`config.mk`:
```
export PLATFORM = sky130hd
export DESIGN_NAME = instr_encoder_flat
export DESIGN_NICKNAME = d
export VERILOG_FILES = /design/src/rtl/instr_encoder_if.sv /design/src/rtl/instr_encoder.sv /design/src/flat_wrapper.sv
export SDC_FILE = /design/constraint.sdc
export NUM_CORES = 1
export LEC_CHECK = 0
export CORE_MARGIN = 2
export CORE_UTILIZATION = 45
export CTS_CLUSTER_DIAMETER = 200
export DETAILED_ROUTE_END_ITERATION = 8
export PLACE_DENSITY = 0.73
export SKIP_LAST_GASP = 1
export SYNTH_ARGS = -nofsm -noshare
export SYNTH_HDL_FRONTEND = slang
export SYNTH_SLANG_ARGS = --single-unit
```
`constraint.sdc`:
```
create_clock -name clk -period 11.72 [get_ports clk]
set_clock_uncertainty 0.2 [all_clocks]
set_input_delay 2.344 -clock clk [delete_from_list [all_inputs] [get_ports clk]]
set_output_delay 2.344 -clock clk [all_outputs]
set_load 0.005 [all_outputs]
```
`src/rtl/instr_encoder_if.sv`:
```
// Descriptor input, encoded-word output and status bundle of instr_encoder.
interface instr_encoder_if;
  logic        in_valid;
  logic        in_ready;
  logic [3:0]  in_op;
  logic [4:0]  in_rd;
  logic [4:0]  in_rs1;
  logic [4:0]  in_rs2;
  logic [12:0] in_imm;
  logic        out_valid;
  logic        out_ready;
  logic [31:0] out_instr;
  logic        err_pulse;
  logic [15:0] emit_count;
  logic [7:0]  err_count;

  // Producer/consumer side (program loader, testbench).
  modport master (
    output in_valid, in_op, in_rd, in_rs1, in_rs2, in_imm, out_ready,
    input  in_ready, out_valid, out_instr, err_pulse, emit_count, err_count
  );

  // Encoder side.
  modport slave (
    input  in_valid, in_op, in_rd, in_rs1, in_rs2, in_imm, out_ready,
    output in_ready, out_valid, out_instr, err_pulse, emit_count, err_count
  );
endinterface

```
`src/rtl/instr_encoder.sv`:
```
// Streaming RV64I-subset instruction encoder with a 2-entry output queue.
module instr_encoder (
  input  logic          clk,
  input  logic          rst_n,
  instr_encoder_if.slave bus
);

  logic [1:0]  count;
  logic [31:0] head;
  logic [31:0] tail;
  logic [2:0]  f3;
  logic [31:0] word;
  logic        legal;
  logic        fits12;
  logic        fits_sh;
  logic        acc;
  logic        push;
  logic        pop;
  logic [15:0] emit_q;
  logic [7:0]  err_q;
  logic        pulse_q;

  assign fits12  = (bus.in_imm[12] == bus.in_imm[11]);
  assign fits_sh = (bus.in_imm[12:6] == 7'd0);

  assign bus.in_ready   = rst_n && ((count != 2'd2) || bus.out_ready);
  assign bus.out_valid  = (count != 2'd0);
  assign bus.out_instr  = head;
  assign bus.err_pulse  = pulse_q;
  assign bus.emit_count = emit_q;
  assign bus.err_count  = err_q;

  assign acc  = bus.in_valid && bus.in_ready;
  assign push = acc && legal;
  assign pop  = bus.out_valid && bus.out_ready;

  // funct3 selection shared by R-type and immediate forms.
  always_comb begin
    f3 = 3'b000;
    case (bus.in_op)
      4'd2, 4'd8:   f3 = 3'b111;
      4'd3, 4'd9:   f3 = 3'b110;
      4'd4, 4'd10:  f3 = 3'b100;
      4'd5, 4'd11:  f3 = 3'b001;
      4'd6, 4'd12:  f3 = 3'b101;
      4'd13, 4'd14: f3 = 3'b011;
      default:      f3 = 3'b000;
    endcase
  end

  // Instruction word assembly and immediate legality check.
  always_comb begin
    word  = '0;
    legal = 1'b1;
    case (bus.in_op)
      4'd0, 4'd1, 4'd2, 4'd3, 4'd4, 4'd5, 4'd6: begin
        word = {(bus.in_op == 4'd1) ? 7'b0100000 : 7'b0000000,
                bus.in_rs2, bus.in_rs1, f3, bus.in_rd, 7'b0110011};
      end
      4'd7, 4'd8, 4'd9, 4'd10: begin
        word  = {bus.in_imm[11:0], bus.in_rs1, f3, bus.in_rd, 7'b0010011};
        legal = fits12;
      end
      4'd11, 4'd12: begin
        word  = {6'b000000, bus.in_imm[5:0], bus.in_rs1, f3, bus.in_rd, 7'b0010011};
        legal = fits_sh;
      end
      4'd13: begin
        word  = {bus.in_imm[11:0], bus.in_rs1, f3, bus.in_rd, 7'b0000011};
        legal = fits12;
      end
      4'd14: begin
        word  = {bus.in_imm[11:5], bus.in_rs2, bus.in_rs1, f3,
                 bus.in_imm[4:0], 7'b0100011};
        legal = fits12;
      end
      default: begin
        word  = {bus.in_imm[12], bus.in_imm[10:5], bus.in_rs2, bus.in_rs1, 3'b000,
                 bus.in_imm[4:1], bus.in_imm[11], 7'b1100011};
        legal = ~bus.in_imm[0];
      end
    endcase
  end

  // Queue storage: head is the registered output, tail holds the second word.
  always_ff @(posedge clk) begin
    if (!rst_n) begin
      count <= 2'd0;
      head  <= '0;
      tail  <= '0;
    end else begin
      case ({push, pop})
        2'b10: begin
          if (count == 2'd0) head <= word;
          else               tail <= word;
          count <= count + 2'd1;
        end
        2'b01: begin
          // Only shift when a second word exists so an emptied head keeps its value.
          if (count == 2'd2) head <= tail;
          count <= count - 2'd1;
        end
        2'b11: begin
          if (count == 2'd2) begin
            head <= tail;
            tail <= word;
          end else begin
            head <= word;
          end
        end
        default: ;
      endcase
    end
  end

  // Handoff counter, error counter and one-cycle error pulse.
  always_ff @(posedge clk) begin
    if (!rst_n) begin
      emit_q  <= '0;
      err_q   <= '0;
      pulse_q <= 1'b0;
    end else begin
      if (pop) emit_q <= emit_q + 16'd1;
      pulse_q <= acc && !legal;
      if (acc && !legal && (err_q != 8'hFF)) err_q <= err_q + 8'd1;
    end
  end

endmodule

```
`src/flat_wrapper.sv`:
```
// flat-port wrapper written by rule: the top's interface ports become plain ports
module instr_encoder_flat 
  (clk, rst_n, bus_in_valid, bus_in_op, bus_in_rd, bus_in_rs1, bus_in_rs2, bus_in_imm, bus_out_ready, bus_in_ready, bus_out_valid, bus_out_instr, bus_err_pulse, bus_emit_count, bus_err_count);
  instr_encoder_if bus_i ();
  input  logic clk;
  input  logic rst_n;
  input wire logic [$bits(bus_i.in_valid)-1:0] bus_in_valid;
  input wire logic [$bits(bus_i.in_op)-1:0] bus_in_op;
  input wire logic [$bits(bus_i.in_rd)-1:0] bus_in_rd;
  input wire logic [$bits(bus_i.in_rs1)-1:0] bus_in_rs1;
  input wire logic [$bits(bus_i.in_rs2)-1:0] bus_in_rs2;
  input wire logic [$bits(bus_i.in_imm)-1:0] bus_in_imm;
  input wire logic [$bits(bus_i.out_ready)-1:0] bus_out_ready;
  output wire logic [$bits(bus_i.in_ready)-1:0] bus_in_ready;
  output wire logic [$bits(bus_i.out_valid)-1:0] bus_out_valid;
  output wire logic [$bits(bus_i.out_instr)-1:0] bus_out_instr;
  output wire logic [$bits(bus_i.err_pulse)-1:0] bus_err_pulse;
  output wire logic [$bits(bus_i.emit_count)-1:0] bus_emit_count;
  output wire logic [$bits(bus_i.err_count)-1:0] bus_err_count;
  assign bus_i.in_valid = bus_in_valid;
  assign bus_i.in_op = bus_in_op;
  assign bus_i.in_rd = bus_in_rd;
  assign bus_i.in_rs1 = bus_in_rs1;
  assign bus_i.in_rs2 = bus_in_rs2;
  assign bus_i.in_imm = bus_in_imm;
  assign bus_i.out_ready = bus_out_ready;
  assign bus_in_ready = bus_i.in_ready;
  assign bus_out_valid = bus_i.out_valid;
  assign bus_out_instr = bus_i.out_instr;
  assign bus_err_pulse = bus_i.err_pulse;
  assign bus_emit_count = bus_i.emit_count;
  assign bus_err_count = bus_i.err_count;
  instr_encoder u_core (.clk(clk), .rst_n(rst_n), .bus(bus_i));
endmodule
```
==> impl_metrics.json, run 1 <==
{
  "cpPeakStageDelay_ps": 1220,
  "syn_area_mm2": 0.00412,
  "cts-root-buf": "clkbuf_8",
  "min_path_type": "register to register",
  "regToRegSetupSlack_ps": 8380,
  "via_count": 3890,
  "cts_tree": "built",
  "antenna_found_initial": 0,
  "drc": 0,
  "areaGrowthSynthToFinish_pct": 28.2,
  "crit_family": "buffers and inverters",
  "dieHeight_um": 99.6,
  "crit_fanout": 55,
  "diodes": 0,
  "place_area_mm2": 0.00505,
  "grt_max_degree": 59,
  "core-area_mm2": 0.00881,
  "slew_violations": 0,
  "grt_pass1_wl_um": 17400,
  "fmax_ghz": 0.129,
  "track_usage": 0.213,
  "cp.required_ps": 9180,
  "initial_core_util": 0.467,
  "setup_viol": 0,
  "viasPerCell": 5.73,
  "max-vdd-ir-drop_mv": 0.0881,
  "cp-end-kind": "primary output",
  "yosys_register_bits": 85,
  "worst_pin_slew_ps": 1290,
  "portBuffers": 92,
  "drive_gt1_frac": 0.0543,
  "final_common_cell": "clkdlybuf4s50_1",
  "final_cell_mix": "clkdlybuf4s50_1 (92), dfxtp_1 (85), nand2_1 (56)",
  "p_per_area_mw_per_mm2": 160,
  "crit_chain": "clkdlybuf4s50_1 > inv_2 > a31oi_2 > clkdlybuf4s50_1",
  "cts_hold_buf": 0,
  "synthArstFlopShare": 0,
  "cts_setup_buffers": 0,
  "wl_um": 10500,
  "grt_pass1_vias": 3650,
  "grtUsageMet3": 0.0344,
  "start_kind": "input port",
  "synth-edff-count": 0,
  "cts_resized": 0,
  "path_common_cell": "clkdlybuf4s50_1",
  "htreeDepth": 3,
  "num_io_pins": 95,
  "synth_area_leaders": "dfxtp_1 (41%), a21oi_1 (5.7%), nand2_1 (5.1%), nor2_1 (5.1%), o21ai_0 (4.0%)",
  "syn_avg_cell_area_um2": 8.35,
  "grtUsageMet1": 0.286,
  "yosys.area.top_type_share": 0.413,
  "nets": 614,
  "status": "completed",
  "final_cell_area_mm2": 0.00528,
  "max_cap_violations": 0,
  "overflow": 0,
  "critPathSlowestCell": "clkdlybuf4s50_1",
  "fin_crit_ps": 7780,
  "leakage_nw": 1.89,
  "met2_usage": 0.352,
  "row_count": 34,
  "ys.flop_type": "dfxtp_1",
  "gp_congestion": 0.785,
  "critical_path_class": "input port to primary output",
  "cts.sinks": 85,
  "critPathBufInv": 3,
  "cts_buffers": 9,
  "path_clk_slew_ps": 80,
  "netlist_instances": 493,
  "cp.arrival_ps": 5240,
  "post-dp-hpwl_um": 7080,
  "slew_headroom": 0.138,
  "setup_tns_ps": 0,
  "ys_seq_area_frac": 0.413,
  "finalHoldViolCount": 0,
  "drtIter0Drc": 233,
  "clk_latency_ps": 340,
  "rsz0062_at_grt": "false",
  "ys.warnings.count": 0,
  "drt_pre_antenna_iters": 5,
  "min_period_over_period": 0.664,
  "grt_most_used_layer": "met2",
  "synth_cell_type_count": 61,
  "clock_path_buffers": 2,
  "routedWlPerCell_um": 15.5,
  "synth_top_area_cell": "dfxtp_1",
  "fp.dieArea_mm2": 0.00993,
  "ant_nets": 0,
  "die_w_um": 99.6
}
-- state kept, by name, indices dropped and copies added (netlist names) --
signal and flops:
u_core.bus.err_count 8, u_core.bus.emit_count 16, u_core.bus.out_instr 29, u_core.bus.err_pulse 1, u_core.count 2, u_core.tail 29
-- worst paths after layout --
check / startpoint / to / cells after the start
setup / recovery: rst_n / bus_in_ready / 4
hold / removal: u_core.tail[28] / u_core.tail[28] / 2
setup reg to reg: u_core.count[0] / u_core.tail[20] / 8
hold reg to reg: u_core.tail[28] / u_core.tail[28] / 2
-- cells in the mapped netlist, drive strengths merged, types with 2 or more instances --
cell and number:
nand2b 4, a22oi 21, nand4 5, maj3 2, xor2 11, ha 12, a221oi 4, dfxtp 85
o21a 2, o22ai 2, inv 9, a2bb2oi 7, nor3 6, a21oi 47, a31oi 2, nand3 19
a41oi 4, nor3b 2, or4 2, and3 5, clkbuf 18, buf 15, o31ai 2, or3 2
nor4 2, mux2i 6, xnor2 5, a21boi 2, and4 2, a222oi 2, o21ai 35, a21o 2
nor2 57, a211oi 18, nand2 56, and2 3, o41ai 2, or2 2
-- stage by stage --
stage / setup WS (ps) / hold slack, ps / instances / power (mW) / utilization
4_1_cts: 3960 / 256 / 679 / 0.848 / 0.599
3_5_place_dp: 3960 / 245 / 663 / 0.620 / 0.574
3_3_place_gp: 4030 / 241 / 663 / 0.613 / 0.574
6_report: 3940 / 258 / 679 / 0.846 / 0.599
2_1_floorplan: 6260 / 232 / 494 / 0.503 / -
5_1_grt: 3730 / 273 / 679 / 0.894 / 0.599
-- layer usage --
layer | part of all wire | up-vias
li1 | - | 1915
met3 | 0.052 | 11
met2 | 0.48 | 134
met5 | 0 | -
met4 | 0.012 | 0
met1 | 0.46 | 1830
-- area by class of cell --
type                       count  area, um2
clock buffer                  12        155
tap                          108        135
fill                         783       3530
timing repair buffer          94        936
inverter                       9       33.8
clock inverter                 4       70.1
sequential                    85       1700
multi-input combinational    367       2250
-- logic make-up after synthesis --
family	synth area share
XOR/XNOR	0.0341
flip-flops	0.413
multiplexers	0.0146
buffers and inverters	0.0441
other	0.000911
AND/OR/NAND/NOR	0.193
AO/OA/AOI/OAI	0.259
adder cells (fa/ha/maj)	0.0413
-- tightest hold or removal path: stages, from the launching register on --
cell and delay [ps]:
dfxtp_1 320, nand2_1 50, a21oi_1 50
-- power breakdown --
group	switching [mW]	internal [mW]	leakage [nW]
Combinational	0.131	0.126	1.08
Sequential	0.0274	0.331	0.691
Clock	0.0997	0.131	0.116
Total	0.258	0.588	1.89
Note: power is estimated with default switching activity, not from simulation.
==> run 2: changes to the inputs <==
==> constraint.sdc (replaced) <==
create_clock -name clk -period 7.2 [get_ports clk]
set_clock_uncertainty 0.2 [all_clocks]
set_input_delay 1.44 -clock clk [delete_from_list [all_inputs] [get_ports clk]]
set_output_delay 1.44 -clock clk [all_outputs]
set_load 0.005 [all_outputs]
==> impl_metrics.json, run 2 (synthesis results as in run 1) <==
{
  "final_cell_mix": "clkdlybuf4s50_1 (92), dfxtp_1 (85), nand2_1 (56)",
  "diodes": 0,
  "overflow": 0,
  "drc": 0,
  "setup_tns_ps": 0,
  "min_path_type": "register to register",
  "setup_viol": 0,
  "track_usage": 0.213,
  "hp-start": "u_core.tail[13]",
  "hold_end": "u_core.tail[13]",
  "r2r_start": "u_core.count[1]",
  "place_ws_ps": 1290,
  "grt_pass1_wl_um": 17300,
  "leakage_nw": 1.90,
  "crit_fanout": 58,
  "ant_nets": 0,
  "areaGrowthSynthToFinish_pct": 29.1,
  "drive_gt1_frac": 0.0593,
  "num_io_pins": 95,
  "final_cell_area_mm2": 0.00531,
  "min_period_over_period": 0.770,
  "final_common_cell": "clkdlybuf4s50_1",
  "fin_crit_ps": 5540,
  "r2r_cells": 8,
  "grt_pass1_vias": 3648,
  "antenna_found_initial": 0,
  "cts_setup_buffers": 0,
  "status": "completed",
  "cp.arrival_ps": 5610,
  "gp_congestion": 0.867,
  "cts_buffers": 9,
  "layoutNonFillerInstCount": 681,
  "via_count": 3843,
  "p_per_area_mw_per_mm2": 264,
  "path_clk_slew_ps": 80,
  "nets": 616,
  "routedWlPerCell_um": 15.1,
  "fmax_ghz": 0.180,
  "initial_core_util": 0.467,
  "critPathSlowestCell": "nor2_4",
  "dieHeight_um": 99.6,
  "clock_path_buffers": 2,
  "crit_chain": "clkdlybuf4s50_1 > inv_1 > ha_1 > nor2_1 > o21ai_0 > a211o_2 > a32oi_4 > nand3_1 > ha_1 > mux2i_1 > a21oi_1 > nor2_4 > o21ai_0 > a41oi_1",
  "worst_pin_slew_ps": 1300,
  "slew_headroom": 0.136,
  "cts.sinks": 85,
  "regToRegSetupSlack_ps": 3910,
  "fp.dieArea_mm2": 0.00993,
  "portBuffers": 92,
  "cts_hold_buf": 0,
  "slew_violations": 0,
  "viasPerCell": 5.64,
  "clk_latency_ps": 350,
  "start_kind": "input port",
  "max-vdd-ir-drop_mv": 0.124,
  "row_count": 34,
  "whs_ps": 258,
  "grt_max_degree": 59,
  "r2r-end": "u_core.tail[31]",
  "cp.required_ps": 7270,
  "cts_resized": 0,
  "drtIter0Drc": 230,
  "cp-end-kind": "register",
  "drt_pre_antenna_iters": 4,
  "hold_depth": 2,
  "htreeDepth": 3,
  "post-dp-hpwl_um": 6910,
  "wl_um": 10300,
  "place_inst": 665,
  "cts-root-buf": "clkbuf_8",
  "finalHoldViolCount": 0,
  "place_area_mm2": 0.00507,
  "nFillCells": 779,
  "critical_path_class": "input port to register",
  "max_cap_violations": 0,
  "die_w_um": 99.6,
  "finalWorstSetupSlack_ps": 1660,
  "core-area_mm2": 0.00881,
  "rsz0062_at_grt": "false",
  "cpPeakStageDelay_ps": 860,
  "cts_tree": "built"
}
==> run 2: cell count changes in the layout (fill, tap and decap cells not counted) <==
cell        delta
clkinvlp_4     +3
clkinv_2       -2
bufinv_16      +1
clkbuf_8       -2
buf_4          +2
clkbuf_1       -1
inv_6          +1
==> run 2: report_power, final <==
part	leakage, nW	switching, mW	internal, mW
Combinational	1.09	0.209	0.206
Clock	0.112	0.175	0.231
Sequential	0.691	0.0441	0.538
==> run 2: worst max path at each step <==
stage | startpoint | end | slack, ps | cells past startpoint
2_1_floorplan | bus_in_op[0] | u_core.bus.out_instr[10] | 2640 | 14
3_5_place_dp | bus_in_op[1] | u_core.bus.out_instr[8] | 1290 | 14
3_3_place_gp | bus_in_op[1] | u_core.bus.out_instr[9] | 1500 | 14
5_1_grt | bus_in_op[1] | u_core.bus.out_instr[9] | 1110 | 14
4_1_cts | bus_in_op[1] | u_core.bus.out_instr[8] | 1640 | 14
6_report | bus_in_op[0] | u_core.bus.out_instr[10] | 1660 | 14
==> run 2: layout make-up <==
type,instances,area (um2),share of cell area
clock buffers,9,124,0.0233
clock inverters,7,121,0.0228
inverters,9,33.8,0.00636
multi-input cells,367,2250,0.423
flip-flops and latches,85,1700,0.320
well taps,108,135,0.0254
repair buffers,96,951,0.179
==> run 2: stage by stage <==
step	total power, mW	util
after floorplan	0.819	-
after global placement	0.997	0.575
after detailed placement	1.01	0.575
after CTS	1.41	0.603
after global routing	1.49	0.603
final	1.40	0.603
==> run 2: metal layers <==
layer  track usage  wire length [um]  vias to the layer above
li1              -                 -                     1924
met1         0.288              4840                     1793
met2         0.343              4770                      111
met3        0.0394               489                       15
met4        0.0727               182                        0
met5             0                 0                        -
==> run 2: worst max-delay path: cells and delay by family <==
family / cells / cell delay, ps
adders and majority gates: 2 / 570
buffers and inverters: 2 / 670
AOI/OAI and AO/OA: 6 / 1420
muxes: 1 / 160
and+or+nand+nor: 3 / 1340
